**config.mk**
```make
export PLATFORM = sky130hd
export DESIGN_NAME = btn_act_conditioner
export DESIGN_NICKNAME = d
export VERILOG_FILES = /design/src/rtl/btn_act_conditioner.sv
export SDC_FILE = /design/constraint.sdc
export NUM_CORES = 1
export LEC_CHECK = 0
export ABC_CLOCK_PERIOD_IN_PS = 3900
export BUFFER_PORTS_ARGS = -buffer_cell sky130_fd_sc_hd__buf_2
export CAP_MARGIN = 20
export CORE_MARGIN = 1
export CORE_UTILIZATION = 59
export DETAILED_ROUTE_END_ITERATION = 10
export GPL_ROUTABILITY_DRIVEN = 1
export PLACE_DENSITY = 0.84
export SYNTH_ARGS = -nofsm -noshare
export SYNTH_HDL_FRONTEND = slang
export SYNTH_SLANG_ARGS = --single-unit
export TNS_END_PERCENT = 1
```
**constraint.sdc**
```tcl
create_clock -name clk_d -period 3.9 [get_ports clk_d]
set_clock_uncertainty 0.15 [all_clocks]
set_input_delay 0.78 -clock clk_d [delete_from_list [all_inputs] [get_ports clk_d]]
set_output_delay 0.78 -clock clk_d [all_outputs]
set_load 0.005 [all_outputs]
```
**src/rtl/btn_act_conditioner.sv**
```systemverilog
// Push-button conditioner: synchronizes, debounces and arbitrates four raw
// buttons into one-hot single-cycle act pulses separated by a lockout gap.
module btn_act_conditioner #(
    parameter int DEBOUNCE_CYCLES = 4,
    parameter int LOCKOUT         = 2
) (
    input  logic       clk_d,
    input  logic       reset,
    input  logic       start,
    input  logic [3:0] btn_raw,
    output logic [3:0] act,
    output logic [3:0] btn_level,
    output logic       busy
);

    localparam int CW = $clog2(DEBOUNCE_CYCLES + 1);
    localparam int LW = (LOCKOUT > 0) ? $clog2(LOCKOUT + 1) : 1;

    localparam logic [CW-1:0] CNT_LAST = CW'(DEBOUNCE_CYCLES - 1);
    localparam logic [LW-1:0] LOCK_LOAD = LW'(LOCKOUT);

    logic [3:0]    s1;
    logic [3:0]    s2;
    logic [CW-1:0] cnt [4];
    logic [3:0]    pending;
    logic [LW-1:0] lockout;

    logic [3:0]    accept;
    logic [3:0]    rise;
    logic [3:0]    grant;
    logic [3:0]    act_next;
    logic [3:0]    pending_next;
    logic [LW-1:0] lockout_next;

    always_comb begin
        for (int i = 0; i < 4; i++) begin
            accept[i] = (s2[i] != btn_level[i]) && (cnt[i] == CNT_LAST);
        end
        rise = accept & s2 & ~btn_level;
        // Isolate the lowest set pending bit (fixed priority, bit 0 first).
        grant = pending & (~pending + 4'd1);

        act_next     = 4'b0;
        pending_next = 4'b0;
        lockout_next = '0;
        if (start) begin
            if (lockout == '0 && pending != 4'b0) begin
                act_next     = grant;
                pending_next = (pending & ~grant) | rise;
                lockout_next = LOCK_LOAD;
            end else begin
                pending_next = pending | rise;
                lockout_next = (lockout != '0) ? lockout - LW'(1) : '0;
            end
        end
    end

    always_ff @(posedge clk_d or negedge reset) begin
        if (!reset) begin
            s1        <= 4'b0;
            s2        <= 4'b0;
            btn_level <= 4'b0;
            for (int i = 0; i < 4; i++) begin
                cnt[i] <= '0;
            end
            pending   <= 4'b0;
            lockout   <= '0;
            act       <= 4'b0;
            busy      <= 1'b0;
        end else begin
            s1 <= btn_raw;
            s2 <= s1;
            for (int i = 0; i < 4; i++) begin
                if (s2[i] == btn_level[i]) begin
                    cnt[i] <= '0;
                end else if (accept[i]) begin
                    btn_level[i] <= s2[i];
                    cnt[i]       <= '0;
                end else begin
                    cnt[i] <= cnt[i] + CW'(1);
                end
            end
            pending <= pending_next;
            lockout <= lockout_next;
            act     <= act_next;
            busy    <= (lockout_next != '0) || (pending_next != 4'b0);
        end
    end

    a_act_onehot: assert property (
        @(posedge clk_d) disable iff (!reset) $onehot0(act)
    );

endmodule
```
==> run summary, run 1 <==
======================================================================================
Outcome                                                                      completed
Power Dens Cells                                                           565 nW/um^2
Final antenna diode count                                                            0
Net count after synthesis                                                          108
Total of fill cells in the finished design                                         155
HPWL reported at the end of detailed placement                                 1350 um
Maximum number of pins on one net before global-route repair                        36
Period utilization                                                               50.2%
Insertion delay of the later-clocked pin in the worst-skew pair                0.33 ns
Hold wc startpoint                                                               s1[3]
# setup viols final                                                                  0
Critical path origin                                                        lockout[1]
Reg2Reg Depth                                                                        4
Worst hold endpoint                                                              s2[3]
Distinct cells, synth                                                               29
Number of antenna violations at the first check in global routing                    0
Max-cap viol count                                                                   0
Achievable Freq                                                                510 MHz
Kind of start point of the critical path                                          flop
Total wire length after detailed routing                                       1880 um
Critical path capture point type                                                  flop
Die width                                                                      49.4 um
Sum of buffers and inverters on the critical path                                    0
Register-to-register setup slack                                               1.94 ns
Ordered cell list for the critical path                                   or4_4, o211ai_1, nand2_1, or3b_1
Master cell of the clock root buffer                                          clkbuf_4
Number of design rule violations left after detail routing                           0
Die boundary height                                                            49.4 um
Data required time of the critical path                                        3.97 ns
Buffers inserted during post-CTS setup optimization                                  0
Flops & latches, synth                                                              35
Met2 layer usage reported by global route                                        29.5%
Transition time at the pin with the least slew margin                         0.728 ns
Reg2Reg Launch Point                                                        lockout[1]
Boundary pin count                                                                  16
ANT nets after route                                                                 0
Mapped Avg Cell Area                                                         13.7 um^2
Grt ovf                                                                              0
Final net count                                                                    127
Num CTS Buffers                                                                      5
Most frequent cells in the layout                                         dfrtp_1 (35), buf_2 (15), nor2b_1 (7), nor3_1 (7), nor3b_1 (7)
Iteration-0 DRC Markers                                                             14
Effective utilization at floorplan                                               65.0%
Delay-heaviest family, CP                                                 simple AND/OR/NAND/NOR gates
Total number of vias                                                               795
Floorplan core area                                                          2040 um^2
H-tree depth reported by CTS                                                         2
Synthesized area                                                             1330 um^2
Via-per-instance ratio                                                            5.52
Number of I/O port buffers                                                          15
Clock sink total                                                                    35
Overall Global Routing Usage                                                     19.7%
Static power due to leakage                                                0.000730 uW
Critical setup path kind                                                  flop to flop
Unrepaired setup endpoints after global routing                                  false
Fraction of final layout cells sized beyond drive strength 1                     19.7%
Delay contributed by the slowest stage of the critical path                    0.57 ns
Arrival time of the worst setup path                                           2.02 ns
# rows                                                                              16
Worst slack on hold paths                                                     0.206 ns
Post-CTS resize count                                                                0
Max clock buf depth                                                                  2
Final number of hold-violating endpoints                                             0
Routed WL per cell                                                             13.0 um
CTS clk-pin slew, worst paths                                                  0.09 ns
Worst ir drop on vdd                                                            428 uV
Overall die area                                                             2440 um^2
Number of warnings reported in the yosys synthesis log                               0
Maximum fanout count along the critical path                                         9
Number of slew-limit violations in the final report                                  0
Met1 global-route usage                                                          23.3%
Hold-fix buffers at CTS                                                              0
Hold crit path type                                                       flop to flop
Wire length of the first global-routing pass                                   3340 um
Capture point of the worst reg-to-reg path                                        busy
Library cell contributing the largest single delay on the critical path          or4_4
Number of cells on the worst hold path                                               0
Most frequent standard cell in the layout excluding fill and tap cells         dfrtp_1
Part of the Yosys area used for sequential elements                              66.0%
Number of instances in the synthesized netlist                                      97
Final weighted congestion in routability-driven placement                        0.805
Number of iterations in the first detailed-routing pass                              4
Worst max-slew margin expressed relative to the limit                            51.4%
Via count of the first global-routing pass                                         773
Synth-to-Final Area Change                                                       10.3%
Final total negative setup slack                                                  0 ns
Busiest layer in global routing                                                   met2
CTS tree                                                                          done
Met3 global-route usage                                                          9.35%
Final Critical Period                                                          1.96 ns
======================================================================================
-- cell type report --
class | instances | area [um^2] | share of cell area, %
timing repair buffer | 15 | 75.1 | 5.13
tap | 27 | 33.8 | 2.31
inverter | 1 | 3.75 | 0.257
sequential | 35 | 876 | 59.9
clock buffer | 7 | 45.0 | 3.08
multi-input combinational | 58 | 424 | 29.0
clock inverter | 1 | 5.00 | 0.342
-- flip-flops by register name (all words and copies together) (netlist names) --
name / count
s2: 4
busy: 1
lockout: 2
act: 4
cnt: 12
btn_level: 4
s1: 4
pending: 4
-- kinds of logic after synthesis --
| kind of cell | share of synthesized area (%) |
|---|---|
| AO/OA/AOI/OAI | 4.91 |
| XOR/XNOR | 2.64 |
| multiplexers | 2.55 |
| AND/OR/NAND/NOR | 18.1 |
| adder cells (fa/ha/maj) | 3.77 |
| buffers and inverters | 1.98 |
| flip-flops | 66.0 |
-- metal layers --
metal  part of all wire, %  wire, um
met2                    46       862
met3                   6.1       114
met4                   2.8        52
met1                    45       849
met5                     0         0
-- power by group --
part | internal [uW] | switching (uW)
Clock | 70.2 | 108
Combinational | 96.1 | 82.8
Sequential | 427 | 42.9
-- synthesized netlist by cell type, drive strengths merged --
cell type  number  share of area (%)
a21boi          1               0.57
a21oi           3                1.1
a32oi           1               0.66
and3            1               0.47
and3b           2                1.3
and4b           1               0.75
buf             2                1.4
clkbuf          1               0.28
dfrtp          35                 66
ha              4                3.8
inv             1               0.28
mux2            3                2.5
nand2           4                1.1
nand4b          1               0.66
nand4bb         1               0.85
nor2            2               0.57
nor2b           7                3.3
nor3            7                2.6
nor3b           7                4.0
nor4            1               0.47
o211ai          2                1.1
o21ai           2               0.75
o2bb2ai         1               0.66
or3             1               0.47
or3b            1               0.66
or4             1               0.85
xnor2           4                2.6
-- through the flow --
| step | util [%] | total power (uW) | worst slack [ns] | cells | instance area, um^2 |
|---|---|---|---|---|---|
| after CTS | 71.6 | 839 | 1.94 | 144 | 1460 |
| after floorplan | - | 598 | 2.06 | 97 | 1330 |
| after global placement | 69.2 | 646 | 1.93 | 136 | 1410 |
| final | 71.6 | 826 | 1.94 | 144 | 1460 |
| after global routing | 71.6 | 885 | 1.87 | 144 | 1460 |
| after detailed placement | 69.2 | 660 | 1.88 | 136 | 1410 |
-- worst max-delay path by stage --
stage / cells after the start / to
floorplan: 5 / busy
global placement: 5 / busy
detailed placement: 5 / busy
CTS: 4 / busy
global route: 4 / busy
finish: 4 / busy
Power figures use the tool's default switching activity.
==> run 2: changes to the inputs <==
Settings changed: ABC_CLOCK_PERIOD_IN_PS 3900 to 1900, CORE_UTILIZATION 59 to 55, PLACE_DENSITY 0.84 to 0.79.
Clock period 3.9 ns to 1.9 ns, I/O delays scaled along.
==> run 2 against run 1 <==
Effect of this change:
- global-route usage is 0.12 points lower
- largest cell class unchanged
- highest routed layer unchanged
- critical endpoint unchanged
- worst hold slack better by 0.0061 ns
- via count is 4.3% higher
==> run summary, run 2 (synthesis results as in run 1) <==
======================================================================================
Worst hold endpoint                                                              s2[2]
Max FFs per register                                                                12   unchanged
Via-per-instance ratio                                                            5.38   -2.5%
Top routing layer in use                                                          met4
Reg2Reg Launch Point                                                        lockout[1]
Maximum fanout count along the critical path                                         2   -7
Number of cells on the worst hold path                                               0   unchanged
Arrival time of the worst setup path                                           1.85 ns   -0.17 ns
Delay contributed by the slowest stage of the critical path                    0.54 ns   -0.03 ns
Cell count after placement                                                         141   +3.7%
Num CTS Buffers                                                                      5   unchanged
Met2 routed WL                                                                  989 um   +15%
Achievable Freq                                                                556 MHz   +9.0%
Most frequent cells in the layout                                         dfrtp_1 (35), buf_2 (15), nor2b_1 (7), nor3_1 (7), nor3b_1 (7)
Total wire length after detailed routing                                       2010 um   +7.2%
Fraction of final layout cells sized beyond drive strength 1                     22.2%   +2.6 points
Wire length of the first global-routing pass                                   3480 um   +4.1%
Worst ir drop on vdd                                                            712 uV   +66%
Boundary pin count                                                                  16   unchanged
Final net count                                                                    136   +7.1%
Number of antenna violations at the first check in global routing                    0   unchanged
Number of I/O port buffers                                                          15   unchanged
# rows                                                                              17   +1
Data required time of the critical path                                        1.96 ns   -2.01 ns
CTS clk-pin slew, worst paths                                                  0.09 ns   about the same
Worst slack on hold paths                                                     0.213 ns   +0.00614 ns
Ordered cell list for the critical path                                   or4_4, o211ai_1, nand2_1, or3b_1
Post-layout power                                                              1790 uW   +120%
# setup viols final                                                                  0   unchanged
Via count of the first global-routing pass                                         807   +4.4%
Capture point of the worst reg-to-reg path                                        busy
Detailed route wirelength on metal3                                              61 um   -46%
Number of design rule violations left after detail routing                           0   unchanged
Maximum number of pins on one net before global-route repair                        19   -47%
Hold crit path type                                                       flop to flop
Die width                                                                      51.1 um   +3.4%
Max clock buf depth                                                                  2   unchanged
Transition time at the pin with the least slew margin                         0.438 ns   -0.290 ns
Kind of start point of the critical path                                          flop
Critical setup path kind                                                  flop to flop
Clock sink total                                                                    35   unchanged
ANT nets after route                                                                 0   unchanged
Number of iterations in the first detailed-routing pass                              3   -1
Final number of hold-violating endpoints                                             0   unchanged
Iteration-0 DRC Markers                                                              9   -5
Final antenna diode count                                                            0   unchanged
Critical path capture point type                                                  flop
Die boundary height                                                            51.1 um   +3.4%
H-tree depth reported by CTS                                                         2   unchanged
Final instance area                                                          1580 um^2   +7.7%
Period utilization                                                               94.6%   +44 points
Register-to-register setup slack                                               0.10 ns   -1.84 ns
Max-cap viol count                                                                   0   unchanged
Post-Route M1 WL                                                                908 um   +6.9%
Number of standard cells in the final layout excluding fillers                     154   +6.9%
Insertion delay of the later-clocked pin in the worst-skew pair                0.32 ns   about the same
Unrepaired setup endpoints after global routing                                  false
Overall Global Routing Usage                                                     19.6%   -0.12 points
Final Critical Period                                                          1.80 ns   -0.162 ns
Worst max-slew margin expressed relative to the limit                            70.8%   +19 points
Synth-to-Final Area Change                                                       18.8%
Final total negative setup slack                                                  0 ns   unchanged
Final weighted congestion in routability-driven placement                        0.741   -7.9%
Effective utilization at floorplan                                               59.4%   -5.6 points
Total number of vias                                                               829   +4.3%
Master cell of the clock root buffer                                          clkbuf_4
Power Dens Cells                                                          1130 nW/um^2   +100%
Post-DP Area                                                                 1460 um^2   +3.1%
CTS tree                                                                          done
Outcome                                                                      completed
Routed WL per cell                                                             13.1 um   +0.28%
Floorplan core area                                                          2230 um^2   +9.4%
Grt ovf                                                                              0   unchanged
Register with the most flip-flops                                                  cnt
Static power due to leakage                                                0.000786 uW   +7.7%
Library cell contributing the largest single delay on the critical path          or4_4
Most frequent standard cell in the layout excluding fill and tap cells         dfrtp_1
Overall die area                                                             2610 um^2   +7.0%
HPWL reported at the end of detailed placement                                 1430 um   +6.0%
Number of slew-limit violations in the final report                                  0   unchanged
Reg2Reg Depth                                                                        4   unchanged
Buffers inserted during post-CTS setup optimization                                  0   unchanged
Hold wc startpoint                                                               s1[2]
======================================================================================
-- run 2: report_power, final --
part	switching [uW]	total, uW	internal (uW)	leakage, uW
registers	83.0	959	876	0.000454
clock network	220	437	218	0.0000386
logic	178	389	212	0.000293
total	480	1790	1310	0.000786
-- run 2: per-layer routing --
| layer | track usage, % | vias up |
|---|---|---|
| met5 | 0 | - |
| met4 | 12.5 | 0 |
| met3 | 6.25 | 7 |
| met2 | 31.8 | 15 |
| met1 | 22.3 | 405 |
| li1 | - | 402 |
-- run 2: repair_timing --
action,in CTS,in global routing
hold buffers,5,0
resized for setup,0,0
endpoints found under the hold margin,21,0
-- run 2: layout make-up --
class	instances	area, um^2
sequential	35	876
fill	176	658
multi-input combinational	58	424
timing repair buffer	24	168
clock buffer	8	68.8
tap	28	35.0
inverter	1	3.75
-- run 2: worst max-delay path, delay by kind of cell, from the launching register on --
family,cells,cell delay (ns)
and+or+nand+nor,3,0.97
DFF,1,0.39
AOI/OAI and AO/OA,1,0.17
-- run 2: how the worst max path moves through the flow --
stage | start | end | cells after the start
after floorplan | lockout[1] | busy | 5
after global placement | lockout[1] | busy | 4
after detailed placement | lockout[1] | busy | 4
after CTS | lockout[1] | busy | 4
after global routing | lockout[1] | busy | 4
final | lockout[1] | busy | 4
-- run 2: metrics by stage --
stage,utilization (%),worst slack (ns)
final,70.5,0.103
after detailed placement,65.2,0.109
after CTS,70.5,0.0960
after global placement,65.2,0.150
after global routing,70.5,0.0377
after floorplan,-,0.0564
